## config.mk

```make
export PLATFORM = sky130hd
export DESIGN_NAME = gpio_seq_monitor
export DESIGN_NICKNAME = d
export VERILOG_FILES = /design/src/rtl/gpio_seq_monitor.sv
export SDC_FILE = /design/constraint.sdc
export NUM_CORES = 1
export LEC_CHECK = 0
export BUFFER_PORTS_ARGS = -buffer_cell sky130_fd_sc_hd__buf_2
export CORE_UTILIZATION = 26
export CTS_CLUSTER_DIAMETER = 100
export CTS_CLUSTER_SIZE = 10
export DETAILED_ROUTE_END_ITERATION = 6
export GPL_TIMING_DRIVEN = 1
export PLACE_DENSITY = 0.42
export SLEW_MARGIN = 10
export SYNTH_ARGS = -nofsm -noshare
export SYNTH_HDL_FRONTEND = slang
export SYNTH_SLANG_ARGS = --single-unit
```

## constraint.sdc

```tcl
create_clock -name clock -period 3.68 [get_ports clock]
set_input_delay 0 -clock clock [delete_from_list [all_inputs] [get_ports clock]]
set_output_delay 0 -clock clock [all_outputs]
set_load 0.01 [all_outputs]
```

## src/rtl/gpio_seq_monitor.sv

```systemverilog
// GPIO blink-pulse counter and checkbits sequence checker giving one pass/fail/timeout verdict.
// Define GPIO_MON_WATCHDOG_EN to turn the run timer into an inactivity watchdog.
module gpio_seq_monitor #(
  parameter int WIDTH          = 16,
  parameter int N_PULSES       = 10,
  parameter int EXP_DEPTH      = 8,
  parameter int STABLE_CYCLES  = 4,
  parameter int TIMEOUT_CYCLES = 100000
) (
  input  logic             clock,
  input  logic             reset,
  input  logic             enable,
  input  logic             gpio_in,
  input  logic [WIDTH-1:0] checkbits_in,
  input  logic             exp_valid,
  input  logic [WIDTH-1:0] exp_value,
  output logic             exp_ready,
  output logic [7:0]       pulse_count,
  output logic [7:0]       match_count,
  output logic             done,
  output logic             pass,
  output logic             fail,
  output logic [1:0]       fail_code
);

  localparam int AW = $clog2(EXP_DEPTH);
  localparam logic [AW:0] PTR_ONE = 1;

`ifdef GPIO_MON_WATCHDOG_EN
  localparam bit WATCHDOG_EN = 1'b1;
`else
  localparam bit WATCHDOG_EN = 1'b0;
`endif

  typedef enum logic [1:0] {S_IDLE, S_RUN, S_PASS, S_FAIL} state_t;

  state_t           state_q, state_d;
  logic             gpio_s1_q, gpio_s2_q, gpio_prev_q;
  logic [WIDTH-1:0] cb_s1_q, cb_s2_q, cb_hold_q, last_stable_q, last_stable_d;
  logic [7:0]       hold_cnt_q, hold_cnt_d;
  logic             enable_prev_q;
  logic [31:0]      timer_q, timer_d;
  logic [7:0]       pulse_count_q, pulse_count_d;
  logic [7:0]       match_count_q, match_count_d;
  logic [1:0]       fail_code_q, fail_code_d;
  logic [AW:0]      wr_ptr_q, wr_ptr_d, rd_ptr_q, rd_ptr_d;
  logic [WIDTH-1:0] mem_q [EXP_DEPTH];
  logic [WIDTH-1:0] mem_d [EXP_DEPTH];

  logic             fall, new_value, fifo_empty, fifo_full, push, pop;
  logic             pulse_inc, match_hit, mismatch, pass_hit;
  logic [WIDTH-1:0] head;

  // Stability filter: the run length includes the current cycle, so a value
  // strobes on its STABLE_CYCLES-th consecutive synchronised cycle.
  always_comb begin
    fall          = gpio_prev_q & ~gpio_s2_q;
    hold_cnt_d    = 8'd1;
    if (cb_s2_q == cb_hold_q)
      hold_cnt_d = (hold_cnt_q == 8'hFF) ? 8'hFF : hold_cnt_q + 8'd1;
    new_value     = (hold_cnt_d >= 8'(STABLE_CYCLES)) && (cb_s2_q != last_stable_q);
    last_stable_d = new_value ? cb_s2_q : last_stable_q;
  end

  always_comb begin
    fifo_empty = (wr_ptr_q == rd_ptr_q);
    fifo_full  = (wr_ptr_q[AW] != rd_ptr_q[AW]) && (wr_ptr_q[AW-1:0] == rd_ptr_q[AW-1:0]);
    head       = mem_q[rd_ptr_q[AW-1:0]];
    push       = exp_valid & ~fifo_full;

    state_d       = state_q;
    timer_d       = timer_q;
    pulse_count_d = pulse_count_q;
    match_count_d = match_count_q;
    fail_code_d   = fail_code_q;
    pop           = 1'b0;
    pulse_inc     = 1'b0;
    match_hit     = 1'b0;
    mismatch      = 1'b0;
    pass_hit      = 1'b0;

    case (state_q)
      S_IDLE: begin
        if (enable && !enable_prev_q) begin
          state_d       = S_RUN;
          timer_d       = '0;
          pulse_count_d = '0;
          match_count_d = '0;
        end
      end
      S_RUN: begin
        timer_d   = timer_q + 32'd1;
        pulse_inc = fall && (pulse_count_q != 8'hFF);
        match_hit = new_value && !fifo_empty && (cb_s2_q == head);
        mismatch  = new_value && !fifo_empty && (cb_s2_q != head);
        if (pulse_inc) pulse_count_d = pulse_count_q + 8'd1;
        if (match_hit) begin
          pop = 1'b1;
          if (match_count_q != 8'hFF) match_count_d = match_count_q + 8'd1;
        end
        if (WATCHDOG_EN && (pulse_inc || match_hit)) timer_d = '0;
      end
      default: ;
    endcase

    rd_ptr_d = pop  ? rd_ptr_q + PTR_ONE : rd_ptr_q;
    wr_ptr_d = push ? wr_ptr_q + PTR_ONE : wr_ptr_q;

    // Pass looks at post-update counts so a final pop and final pulse can coincide.
    if (state_q == S_RUN) begin
      pass_hit = (pulse_count_d == 8'(N_PULSES)) && (wr_ptr_d == rd_ptr_d);
      if (mismatch) begin
        state_d     = S_FAIL;
        fail_code_d = 2'b10;
      end else if (pass_hit) begin
        state_d = S_PASS;
      end else if (timer_q == 32'(TIMEOUT_CYCLES - 1)) begin
        state_d     = S_FAIL;
        fail_code_d = 2'b01;
      end else if (!enable) begin
        state_d = S_IDLE;
      end
    end

    mem_d = mem_q;
    if (push) mem_d[wr_ptr_q[AW-1:0]] = exp_value;
  end

  always_ff @(posedge clock) begin
    if (reset) begin
      state_q       <= S_IDLE;
      gpio_s1_q     <= 1'b0;
      gpio_s2_q     <= 1'b0;
      gpio_prev_q   <= 1'b0;
      cb_s1_q       <= '0;
      cb_s2_q       <= '0;
      cb_hold_q     <= '0;
      hold_cnt_q    <= '0;
      last_stable_q <= '0;
      enable_prev_q <= 1'b0;
      timer_q       <= '0;
      pulse_count_q <= '0;
      match_count_q <= '0;
      fail_code_q   <= '0;
      wr_ptr_q      <= '0;
      rd_ptr_q      <= '0;
      for (int i = 0; i < EXP_DEPTH; i++) mem_q[i] <= '0;
    end else begin
      state_q       <= state_d;
      gpio_s1_q     <= gpio_in;
      gpio_s2_q     <= gpio_s1_q;
      gpio_prev_q   <= gpio_s2_q;
      cb_s1_q       <= checkbits_in;
      cb_s2_q       <= cb_s1_q;
      cb_hold_q     <= cb_s2_q;
      hold_cnt_q    <= hold_cnt_d;
      last_stable_q <= last_stable_d;
      enable_prev_q <= enable;
      timer_q       <= timer_d;
      pulse_count_q <= pulse_count_d;
      match_count_q <= match_count_d;
      fail_code_q   <= fail_code_d;
      wr_ptr_q      <= wr_ptr_d;
      rd_ptr_q      <= rd_ptr_d;
      mem_q         <= mem_d;
    end
  end

  assign exp_ready   = ~fifo_full;
  assign pulse_count = pulse_count_q;
  assign match_count = match_count_q;
  assign pass        = (state_q == S_PASS);
  assign fail        = (state_q == S_FAIL);
  assign done        = pass | fail;
  assign fail_code   = fail_code_q;

endmodule

```

# ---- After elaboration in Yosys (flattened, before gate mapping)
# Index checks and enable logic that the tools add are counted.
# W data, S select, Z words.
dict set report classes {
  add_sub_neg 6
  magnitude_cmp 4
  n_eq_ne 20
  n_mux 32
  bitwise_logic 7
  reduce_logical 17
}
# operator n
set ops {}
lappend ops {{$bwmux W128} 1}
lappend ops {{$pmux W32 S2} 1}
lappend ops {{$mux W8} 7}
lappend ops {{$bmux W16 S3} 1}
lappend ops {{$demux W16 S3} 1}
lappend ops {{$mux W16} 3}
lappend ops {{$add A32 B1 Y32 const B} 1}
lappend ops {{$eq A16 B16 Y1} 2}
lappend ops {{$eq A32 B17 Y1 const B} 1}
lappend ops {{$mux W32} 1}
lappend ops {{$ne A16 B16 Y1} 2}
lappend ops {{$pmux W8 S2} 2}
lappend ops {{$add A8 B1 Y8 const B} 3}
lappend ops {{$mux W2} 10}
lappend ops {{$ne A8 B8 Y1 const B} 2}
lappend ops {{$logic_and A1 B1 Y1} 9}
lappend ops {{$add A4 B1 Y4 const B} 2}
lappend ops {{$eq A4 B4 Y1} 2}
lappend ops {{$eq A8 B4 Y1 const B} 1}
lappend ops {{$eq A8 B8 Y1 const B} 1}
lappend ops {{$ge A4 B4 Y1 const B} 2}
lappend ops {{$ge A8 B3 Y1 const B} 1}
lappend ops {{$mux W4} 2}
lappend ops {{$ne A2 B2 Y1 const B} 4}
lappend ops {{16 further kinds} 24}
dict set report word_totals {
  register_bits 264
  input_bits 37
  output_inout_bits 22
  wordCells 110
}

# ---- Logic depth before layout (Yosys ltp)
# Gate-level depths: netlist of run 1.
dict set report logic_depth {
  depth_word 15
  depth_mapped 14
  depth_no_buf 11
}

# ---- Least setup slack after synthesis of run 1
# No wires, ideal clock.
dict set report synth_path {
  kind {flip-flop to flip-flop}
  startpoint {register hold_cnt_q[0]}
  endpoint {register state_q[1]}
  setup_time_ps 86
  arrival_ps 2962
  required_time_ps 3594
  setup_slack_ps 632
  stages_incl_launch_ff 12
  n_path_buf 0
  synth_period_minus_slack_ps 3048
  cell_sequence {dfxtp_1 -> ha_1 -> and2_1 -> o21ai_0 -> a31o_2 -> a311oi_4 -> nand2_2 -> nor3_4 -> mux2i_1 -> xor2_1 -> or4_1 -> a211oi_1}
}
dict set report synth_via {
  elab_chain_len 15
  elab_cells_between_ends 18
  cone_classes {1 x add/sub; 1 x order compare; 2 x eq/ne; 9 x mux; 5 x reduce/logical}
}
# element line_no
set synth_lines {}
lappend synth_lines {{start, declared} 40} ;# logic [7:0] hold_cnt_q, hold_cnt_d;
lappend synth_lines {{start signal, assigned} 156} ;# hold_cnt_q <= hold_cnt_d;
lappend synth_lines {{$add A8 B1 Y8 or $eq A8 B8 Y1 (tied branches)} 60} ;# hold_cnt_d = (hold_cnt_q == 8'hFF) ? 8'hFF : hold_cnt_q + 8'd1;
lappend synth_lines {{$mux W8 (*)} 60}
lappend synth_lines {{$mux W8 (*)} 59} ;# if (cb_s2_q == cb_hold_q)
lappend synth_lines {{$ge A8 B3 Y1 (*)} 61} ;# new_value = (hold_cnt_d >= 8'(STABLE_CYCLES)) && (cb_s2_q != last_stable_q);
lappend synth_lines {{$logic_and A1 B1 Y1 (*)} 61}
lappend synth_lines {{$logic_and A1 B1 Y1 (*)} {94, 95}}
lappend synth_lines {{$logic_and A1 B1 Y1} 94} ;# match_hit = new_value && !fifo_empty && (cb_s2_q == head);
lappend synth_lines {{$mux W1} 97} ;# if (match_hit) begin
lappend synth_lines {{$mux W1} 82} ;# case (state_q)
lappend synth_lines {{$mux W4} 106} ;# rd_ptr_d = pop ? rd_ptr_q + PTR_ONE : rd_ptr_q;
lappend synth_lines {{$eq A4 B4 Y1} 111} ;# pass_hit = (pulse_count_d == 8'(N_PULSES)) && (wr_ptr_d == rd_ptr_d);
lappend synth_lines {{$logic_and A1 B1 Y1} 111}
lappend synth_lines {{$mux W2} 115} ;# end else if (pass_hit) begin
lappend synth_lines {{$mux W2 (*)} 112} ;# if (mismatch) begin
lappend synth_lines {{$mux W2 (*)} 110} ;# if (state_q == S_RUN) begin
lappend synth_lines {{end signal, assigned} 149} ;# state_q <= state_d;
lappend synth_lines {{end, declared} 37} ;# state_t state_q, state_d;
# Mark *: on every way between the ends. The rest lies on a longest branch, timed or not.
# A chain may end at the register's enable or synchronous reset.

# ---- Final worst setup path of run 1
dict set report layout_path {
  startpoint {register rd_ptr_q[0]}
  endpoint {register fail_code_q[1] (netlist: fail_code[1])}
}
dict set report layout_via {
  elab_chain_len 13
  elab_cells_between_ends 27
  cone_classes {1 x add/sub; 6 x eq/ne; 9 x mux; 3 x bitwise; 8 x reduce/logical}
}
# element line_no
set layout_lines {}
lappend layout_lines {{start, declared} 46} ;# logic [AW:0] wr_ptr_q, wr_ptr_d, rd_ptr_q, rd_ptr_d;
lappend layout_lines {{start signal, assigned} 164} ;# rd_ptr_q <= rd_ptr_d;
lappend layout_lines {{$not A3 Y4 (implied by the code)} 68} ;# head = mem_q[rd_ptr_q[AW-1:0]];
lappend layout_lines {{$bmux W16 S3} 68}
lappend layout_lines {{$mux W16 (implied by the code) (2 in series)} 68}
lappend layout_lines {{$eq A16 B16 Y1} 94}
lappend layout_lines {{$logic_and A1 B1 Y1} 94}
lappend layout_lines {{$mux W1} 97}
lappend layout_lines {{$mux W1} 82}
lappend layout_lines {{$mux W4} 106}
lappend layout_lines {{$eq A4 B4 Y1} 111}
lappend layout_lines {{$logic_and A1 B1 Y1} 111}
lappend layout_lines {{$ne A2 B2 Y1 (no line)} --}
lappend layout_lines {{$reduce_and A3 Y1 (no line)} --}
lappend layout_lines {{end signal, assigned} 162} ;# fail_code_q <= fail_code_d;
lappend layout_lines {{end, declared} 45} ;# logic [1:0] fail_code_q, fail_code_d;
# Parallel ways exist; a longest one is shown, timed or not. The select of a mux whose other input is x is not followed.

==> metrics.txt, run 1 <==
cell breakdown of the critical path buf_12 -> mux2i_1 -> a22oi_1 -> a21oi_1 -> o22a_1 -> nand4_2 -> nor3_4 -> buf_4 -> mux2i_1 -> o22a_1 -> or4_1 -> a211oi_1; synth-to-layout area growth 18.9%; Pre-antenna DRT Iters 5; CTS sink count 264; Fin. Hold Viols 0; slowest cell on the critical path or4_1; Tightest Hold Check Type in -> reg; capturing element type of the critical path flip-flop; Distinct cells, synth 60; Overall Power 6.02 mW; Filler Cells Inserted 4640; placer congestion estimate 0.769; final routed wire length divided by cell count 16.4 µm; H-tree levels 1; max-slew violation count 0; syn nets 1419; worst path required time 4.14 ns; placed inst area 0.0128 mm²; DRC violations left 0; final worst path period share 95.3%; Routed WL 33600 µm; count of input and output buffers 58; largest net degree at the start of global routing 134; highest fanout seen on the critical path 19; Post-layout nets 1496; fraction of final layout cells sized beyond drive strength 1 11.5%; sequential share of the synthesized area 45.0%; Synth Flop Type dfxtp_1; FF+latch count, synth 264; worst setup path category reg -> reg; pin slew with the least headroom to its limit 0.921 ns; wire length of the first global-routing pass 53400 µm; Max-slew headroom 38.6%; floorplan row count 77; Buf/Inv on CP 2; core footprint 0.0444 mm²; worst path arrival time 3.97 ns; clock transition time at the flip-flop clock pins of the worst setup and hold paths 0.06 ns; maximum count of clock buffers along a single path 3; HPWL after DPL 21700 µm; average via count per standard cell 4.70; power per unit of standard cell area 431 mW/mm²; initial core utilization 26.4%; maximum clock rate 285 MHz; GRT Residual Overflow 0; maximum clock skew at final layout 0.0252 ns; number of buffers created by CTS 30; final instance area 0.0140 mm²; ports placed on the boundary 59; clock insertion delay at the later pin of the skew report 0.57 ns; Leakage 4.98 nW; netlist area before placement 0.0117 mm²; nature of the critical path startpoint flip-flop; final-report setup violation count 0; via total after detailed routing 9631; number of design-rule violations left by the first detailed-router iteration 525; largest vdd supply drop 0.370 mV; GRT Util Overall 14.6%; number of routed nets with antenna violations 0; number of warnings printed during yosys synthesis 0; vias in the first global route 9262; Clock Root Buffer clkbuf_16; die extent in y 215 µm; clock tree from TritonCTS done; family with the most delay on the worst path simple AND/OR/NAND/NOR gates; number of enable flip-flop cells after synthesis 0; final critical path time including I/O delays and setup 3.51 ns; Mean Syn Cell Area 8.53 µm²; max-capacitance violation count 0; antenna violations before repair 1; Slowest Stage Delay on Critical Path 0.57 ns; run status complete, no violations; Chip Width 215 µm; die footprint 0.0460 mm²; cell count after synthesis 1376; async set or reset register ratio after synthesis 0%
[cells in the final DEF, fill, tap and decap left out, drive strengths merged, types with 12 or more instances in the layout]
cell type | netlist | final
a21oi | 144 | 144
a22oi | 34 | 34
a311oi | 15 | 15
a31oi | 14 | 14
and3 | 21 | 21
buf | 19 | 105
clkbuf | 77 | 33
dfxtp | 264 | 264
dlygate4sd3 | 0 | 35
inv | 12 | 12
mux2i | 110 | 110
nand2 | 235 | 235
nand3 | 24 | 24
nand4 | 18 | 18
nor2 | 126 | 126
nor2b | 61 | 61
nor3 | 18 | 18
nor4 | 13 | 13
o21ai | 34 | 34
xnor2 | 31 | 31
xor2 | 25 | 25
[cell families (layout without fill, tap and decap cells)]
kind of cell | after synthesis | count (layout) | synth area share [%]
and+or+nand+nor | 558 | 558 | 22.3
AOI/OAI and AO/OA | 270 | 270 | 13.8
DFF | 264 | 264 | 45.0
muxes | 114 | 114 | 10.2
buffers and inverters | 108 | 186 | 3.86
xor gates and xnor gates | 56 | 56 | 4.18
adders and majority gates | 6 | 6 | 0.639
other | 0 | 1 | 0
[layer usage]
metal | GRT usage (%) | wire length [µm] | vias to the layer above
met1 | 19.8 | 16000 | 4495
met3 | 2.20 | 1520 | 43
met5 | 0 | 0 | -
met2 | 24.0 | 15400 | 191
li1 | - | - | 4902
met4 | 3.81 | 697 | 0
[worst register-to-register path, stage by stage (launching register included)]
cell,delay [ns]
dfxtp_4,0.56
buf_12,0.24
mux2i_1,0.38
a22oi_1,0.17
a21oi_1,0.20
o22a_1,0.15
nand4_2,0.12
nor3_4,0.36
buf_4,0.18
mux2i_1,0.06
o22a_1,0.20
or4_1,0.57
a211oi_1,0.21
[per-stage QoR]
stage / setup TNS [ns] / cells / hold WS [ns] / utilization, % / setup WS, ns
floorplan: 0 / 1376 / 0.128 / - / 0.632
global placement: 0 / 1975 / 0.210 / 28.8 / 0.135
detailed placement: -0.0234 / 1975 / 0.216 / 28.8 / -0.0173
CTS: 0 / 2043 / 0.158 / 31.4 / 0.145
global route: -0.00776 / 2047 / 0.193 / 31.5 / -0.00711
finish: 0 / 2047 / 0.156 / 31.5 / 0.173
[final timing paths]
| kind | cells after the start | startpoint | endpoint | slack [ns] |
|---|---|---|---|---|
| hold / removal | 2 | reset | timer_q[25] | 0.16 |
| setup reg to reg | 12 | rd_ptr_q[0] | fail_code[1] | 0.17 |
| hold reg to reg | 1 | cb_s1_q[8] | cb_s2_q[8] | 0.43 |
| setup / recovery | 12 | rd_ptr_q[0] | fail_code[1] | 0.17 |
[power by group]
part / leakage [nW] / internal (mW) / switching [mW]
registers: 2.14 / 2.92 / 0.0449
logic: 2.45 / 0.182 / 0.267
clock network: 0.387 / 1.47 / 1.14
[cell usage after synthesis (all sizes together), types with 3 or more instances]
cell / count / area [µm²]
mux4: 4 / 97.6
a211oi: 3 / 22.5
nand3b: 6 / 45.0
nand4: 18 / 119
a21oi: 144 / 724
and3: 21 / 131
and2: 4 / 25.0
clkbuf: 77 / 290
nor4: 13 / 106
inv: 12 / 45.0
o21ai: 34 / 170
ha: 6 / 75.1
nor3: 18 / 101
or3: 6 / 37.5
a21o: 4 / 30.0
nand3: 24 / 120
nor2: 126 / 473
a31oi: 14 / 87.6
or2: 4 / 25.0
a22oi: 34 / 255
xnor2: 31 / 272
dfxtp: 264 / 5290
mux2i: 110 / 1100
buf: 19 / 118
xor2: 25 / 219
nand2: 235 / 885
nor3b: 6 / 45.0
o22a: 7 / 61.3
nand2b: 6 / 37.5
nor2b: 61 / 382
a311oi: 15 / 149
o21a: 3 / 22.5
[flip-flops by register name, indices dropped and copies added (netlist names), 2 cells and up]
register       count
cb_s2_q           16
cb_hold_q         16
fail_code          2
cb_s1_q           16
rd_ptr_q           4
wr_ptr_q           4
state_q            2
hold_cnt_q         8
match_count        8
pulse_count        8
timer_q           32
mem_q            128
last_stable_q     16
[cell type report]
| type | instances | area [µm²] | area share, % |
|---|---|---|---|
| flip-flops and latches | 264 | 5290 | 37.9 |
| multi-input cells | 1004 | 6050 | 43.3 |
| clock inverters | 1 | 8.76 | 0.0627 |
| well taps | 592 | 741 | 5.30 |
| repair buffers | 141 | 1050 | 7.52 |
| inverters | 12 | 45.0 | 0.322 |
| diodes | 1 | 2.50 | 0.0179 |
| clock buffers | 32 | 779 | 5.58 |
[repair_timing]
action	CTS	global route
hold buffers	35	0
buffers inserted	0	3
gates resized for setup	1	4
pin swaps	0	1
cloned	0	0
endpoints found under the hold margin	150	0
endpoints found under the setup margin	2	4
Note: power is estimated with default switching activity, not from simulation.
==> inputs of run 2 (changes only) <==
Settings changed: ABC_CLOCK_PERIOD_IN_PS from default to 3600, CTS_CLUSTER_SIZE 10 to 14.
Clock period 3.68 ns to 3.6 ns, I/O delays scaled along.
==> run 2 against run 1 <==
Effect of this change:
- sequential cell count is the same
- combinational power is 4% higher
- utilization fell by 0.37 points
- fmax is 3.8% higher
- worst setup slack better by 0.049 ns
- critical endpoint unchanged
- largest cell class unchanged
- largest power group unchanged
==> metrics.txt, run 2 (same netlist as run 1, synthesis figures left out) <==
run status complete, no violations; end of the worst register-to-register path fail_code[1]; highest fanout seen on the critical path 6; most frequent cells in the layout dfxtp_1, nand2_1, a21oi_1, nor2_1, mux2i_1; storage element area 0.00530 mm²; Buf/Inv on CP 0; pin slew with the least headroom to its limit 0.981 ns; final worst path period share 93.8%; final routed wire length divided by cell count 16.8 µm; fraction of final layout cells sized beyond drive strength 1 11.8%; instance count along the most critical hold path 2; Total Neg Setup Slack 0 ns; number of flip-flops in the largest register 128; floorplan row count 77; Clock Root Buffer clkbuf_16; family with the most delay on the worst path simple AND/OR/NAND/NOR gates; largest vdd supply drop 0.351 mV; worst path arrival time 3.82 ns; H-tree levels 1; wire length of the first global-routing pass 54200 µm; synth-to-layout area growth 17.5%; final-report setup violation count 0; number of buffers created by CTS 23; fraction of the core area covered by cells at the end of the flow 31.1%; maximum count of clock buffers along a single path 3; final hold slack 0.148 ns; area of combinational cells with multiple inputs 0.00606 mm²; Routed WL 34200 µm; reg2reg path depth 10; number of routed nets with antenna violations 0; Fin. Hold Viols 0; CTS sink count 264; maximum clock skew at final layout 0.0209 ns; Pre-antenna DRT Iters 5; critical path's most frequent cell xor2_1; RSZ-0062 raised after global routing no; worst setup path category reg -> reg; via total after detailed routing 9654; capturing element type of the critical path flip-flop; clock transition time at the flip-flop clock pins of the worst setup and hold paths 0.07 ns; power per unit of standard cell area 416 mW/mm²; GRT Residual Overflow 0; maximum clock rate 296 MHz; HPWL after DPL 22000 µm; final critical path time including I/O delays and setup 3.38 ns; GRT Util Overall 14.7%; Slowest Stage Delay on Critical Path 0.55 ns; register-to-register setup slack 0.22 ns; initial core utilization 26.4%; count of input and output buffers 58; slowest cell on the critical path dfxtp_1; Tightest Hold Check Type in -> reg; nature of the critical path startpoint flip-flop; core footprint 0.0444 mm²; vias in the first global route 9377; largest registers mem_q: 128 flops, timer_q: 32 flops; largest net degree at the start of global routing 131; Leakage 4.89 nW; cell breakdown of the critical path xor2_1 -> nor4_2 -> nand4_1 -> a311oi_4 -> nand2_2 -> nor3_4 -> mux2i_2 -> xor2_1 -> or4_1 -> a211oi_1; Filler Cells Inserted 4736; clock tree from TritonCTS done; antenna violations before repair 1; die footprint 0.0460 mm²; average via count per standard cell 4.72; end point of the most critical hold path pulse_count[2]; max-slew violation count 0; Chip Width 215 µm; Most flops, register mem_q; clock insertion delay at the later pin of the skew report 0.54 ns; number of design-rule violations left by the first detailed-router iteration 558; most frequent standard cell in the layout excluding fill and tap cells dfxtp_1; Hold Startpoint reset; DRC violations left 0; Max-slew headroom 34.6%; die extent in y 215 µm; worst path required time 4.04 ns; Crit Reg-Reg Startpoint cb_s2_q[9]; max-capacitance violation count 0; placer congestion estimate 0.786; ports placed on the boundary 59; Post-layout nets 1492
run 2: cell count changes in the layout (fill, tap and decap cells not counted), moves of 5 or more:
cell / change
dfxtp_1: -5
dfxtp_2: +5
clkbuf_16: -8
buf_4: +5
run 2: layout make-up:
type                       count  area share (%)
multi-input combinational   1004            43.9
sequential                   264            38.4
timing repair buffer         144            7.66
tap                          592            5.37
clock buffer                  25            4.22
inverter                      12           0.326
clock inverter                 2           0.136
antenna                        1          0.0181
run 2: stage by stage:
stage          worst slack [ns]  total power, mW  cell area, µm²  std cells
3_5_place_dp              0.113             3.54           12800       1978
4_1_cts                  0.0602             5.84           13800       2040
2_1_floorplan             0.552             3.38           11700       1376
3_3_place_gp              0.144             3.54           12800       1978
6_report                  0.222             5.74           13800       2044
5_1_grt                 0.00308             5.99           13800       2044
run 2: power by group:
group	switching, mW	internal [mW]	leakage [nW]
logic	0.282	0.186	2.46
registers	0.0462	2.98	2.14
clock network	1.10	1.14	0.292
run 2: worst max-delay path by stage:
| stage | from | endpoint | slack, ns | cells past startpoint |
|---|---|---|---|---|
| 6_report | cb_s2_q[9] | fail_code[1] | 0.22 | 10 |
| 5_1_grt | rd_ptr_q[2] | state_q[1] | 0.003 | 11 |
| 4_1_cts | rd_ptr_q[2] | fail_code[1] | 0.06 | 11 |
| 3_5_place_dp | rd_ptr_q[2] | fail_code[1] | 0.11 | 11 |
| 3_3_place_gp | rd_ptr_q[2] | state_q[1] | 0.14 | 11 |
| 2_1_floorplan | hold_cnt_q[0] | state_q[1] | 0.55 | 11 |
run 2: what timing repair did:
| item | 4_1_cts | 5_1_grt |
|---|---|---|
| hold buffers | 35 | 0 |
| setup endpoints to repair | 0 | 7 |
| hold endpoints to repair | 148 | 0 |
| resized for setup | 0 | 13 |
| buffers inserted | 0 | 3 |
run 2: layer usage:
layer | vias up | share of wire (%) | track usage (%)
li1 | 4874 | - | -
met1 | 4597 | 48 | 19.6
met2 | 143 | 46 | 24.7
met3 | 40 | 3.8 | 2.10
met4 | 0 | 2.2 | 4.21
met5 | - | 0 | 0
==> inputs of run 3 (changes only) <==
Settings changed: ABC_CLOCK_PERIOD_IN_PS 3600 to 3800.
Clock period 3.6 ns to 3.8 ns, I/O delays scaled along.
==> run 3 against run 2 <==
Effect of this change:
- routed wire length fell by 0.63%
- sequential power fell by 6%
- register-to-register slack improved by 0.05 ns
- clock skew rose by 0.0069 ns
- largest power group unchanged
- highest routed layer is now met5
- via count fell by 0.30%
- critical path depth rose by 1
- die area did not move
- sequential share of layout area rose by 0.18 points
- first-iteration DRC count rose by 5.0%
- final cell count fell by 0.54%
- fmax fell by 4.2%
- cell area fell by 0.59%
==> metrics.txt, run 3 (same netlist as run 1, synthesis figures left out) <==
antenna violations before repair 1; count of input and output buffers 58; worst setup path category reg -> reg; maximum clock rate 284 MHz; Tightest Hold Check Type in -> reg; CTS sink count 264; final routed wire length divided by cell count 16.7 µm; clock insertion delay at the later pin of the skew report 0.54 ns; die extent in y 215 µm; register-to-register setup slack 0.27 ns; worst path required time 4.24 ns; H-tree levels 1; most frequent cells in the layout dfxtp_1, nand2_1, a21oi_1, nor2_1, mux2i_1; final instance area 0.0137 mm²; GRT Util Overall 14.7%; Most flops, register mem_q; vias in the first global route 9263; largest vdd supply drop 0.264 mV; final critical path time including I/O delays and setup 3.53 ns; placer congestion estimate 0.790; ports placed on the boundary 59; max-slew violation count 0; Fin. Hold Viols 0; clock tree from TritonCTS done; Routed WL 34000 µm; origin of the worst setup path rd_ptr_q[2]; largest registers mem_q: 128 flops, timer_q: 32 flops; run status complete, no violations; synth-to-layout area growth 16.8%; capturing element type of the critical path flip-flop; core footprint 0.0444 mm²; Total Neg Setup Slack 0 ns; GR Util met2 24.2%; CP Capture Point fail_code[1]; floorplan row count 77; maximum clock skew at final layout 0.0278 ns; pin slew with the least headroom to its limit 0.727 ns; nature of the critical path startpoint flip-flop; die footprint 0.0460 mm²; most frequent standard cell in the layout excluding fill and tap cells dfxtp_1; Overall Power 5.41 mW; number of routed nets with antenna violations 0; DRC violations left 0; met1 GRT Util 19.9%; final-report setup violation count 0; busiest layer in global routing met2; via total after detailed routing 9625; number of design-rule violations left by the first detailed-router iteration 586; Clock Root Buffer clkbuf_16; number of flip-flops in the largest register 128; wire length of the first global-routing pass 53800 µm; Post-layout nets 1483; end of the worst register-to-register path fail_code[1]; worst path arrival time 3.96 ns; clock transition time at the flip-flop clock pins of the worst setup and hold paths 0.07 ns; reg2reg path depth 11; average via count per standard cell 4.73; final worst path period share 92.8%; maximum count of clock buffers along a single path 3; number of buffers created by CTS 22; largest net degree at the start of global routing 101; Max-slew headroom 51.5%; GRT Residual Overflow 0; HPWL after DPL 22000 µm; Crit Reg-Reg Startpoint rd_ptr_q[2]; initial core utilization 26.4%; fraction of final layout cells sized beyond drive strength 1 10.5%; highest fanout seen on the critical path 9; placed inst area 0.0128 mm²; RSZ-0062 raised after global routing no; Chip Width 215 µm; Pre-antenna DRT Iters 7; max-capacitance violation count 0; Leakage 4.86 nW; M3 GR Usage 1.87%; power per unit of standard cell area 394 mW/mm²; number of antenna cells inserted 0
-- run 3: metal layers --
layer | share of wire, % | wire (µm) | vias up
met5 | 0.038 | 13 | -
met4 | 2.4 | 829 | 2
met3 | 3.7 | 1270 | 47
met2 | 46 | 15600 | 167
met1 | 48 | 16300 | 4551
li1 | - | - | 4858
-- run 3: power breakdown --
part / leakage [nW] / switching [mW] / internal (mW)
registers: 2.14 / 0.0394 / 2.82
clock network: 0.292 / 1.02 / 1.09
logic: 2.42 / 0.269 / 0.176
total: 4.86 / 1.32 / 4.09
-- run 3: final cells by class --
cell class                 count  area [µm²]
clock buffer                  25         593
sequential                   264        5290
fill                        4652       30700
multi-input combinational   1004        6040
inverter                      12        45.0
timing repair buffer         136        1010
tap                          592         741
-- run 3: what timing repair did --
action | 4_1_cts | 5_1_grt
setup buffers | 0 | 1
resized for setup | 1 | 1
endpoints found under the hold margin | 149 | 0
setup endpoints to repair | 1 | 4
hold buffers | 35 | 0
pin swaps | 0 | 1
-- run 3: critical path, stage by stage (launching register included) --
cell and delay, ns:
dfxtp_1 0.51, mux4_1 0.63, mux2i_2 0.33, xnor2_1 0.18, a21oi_2 0.14, nand4_2 0.15
nor3_4 0.18, buf_12 0.15, mux2i_1 0.25, xor2_1 0.11, or4_1 0.54, a211oi_1 0.25
-- run 3: how the worst min path moves through the flow --
stage                           startpoint        endpoint  slack [ns]  cells past startpoint
final                                reset  pulse_count[1]        0.08                      2
after global routing                 reset  pulse_count[2]        0.12                      2
after CTS                            reset  pulse_count[1]        0.09                      2
after detailed placement   checkbits_in[4]      cb_s1_q[4]        0.22                      2
after global placement    checkbits_in[13]     cb_s1_q[13]        0.21                      2
after floorplan            checkbits_in[0]      cb_s1_q[0]        0.13                      1
-- run 3: per-stage QoR --
step | util, % | cells | worst slack [ns] | hold WS (ns)
finish | 30.9 | 2033 | 0.274 | 0.0835
global route | 30.9 | 2033 | 0.0554 | 0.123
CTS | 30.8 | 2032 | 0.0780 | 0.0876
detailed placement | 28.7 | 1972 | 0.0174 | 0.216
global placement | 28.7 | 1972 | 0.0590 | 0.214
floorplan | - | 1376 | 0.752 | 0.128
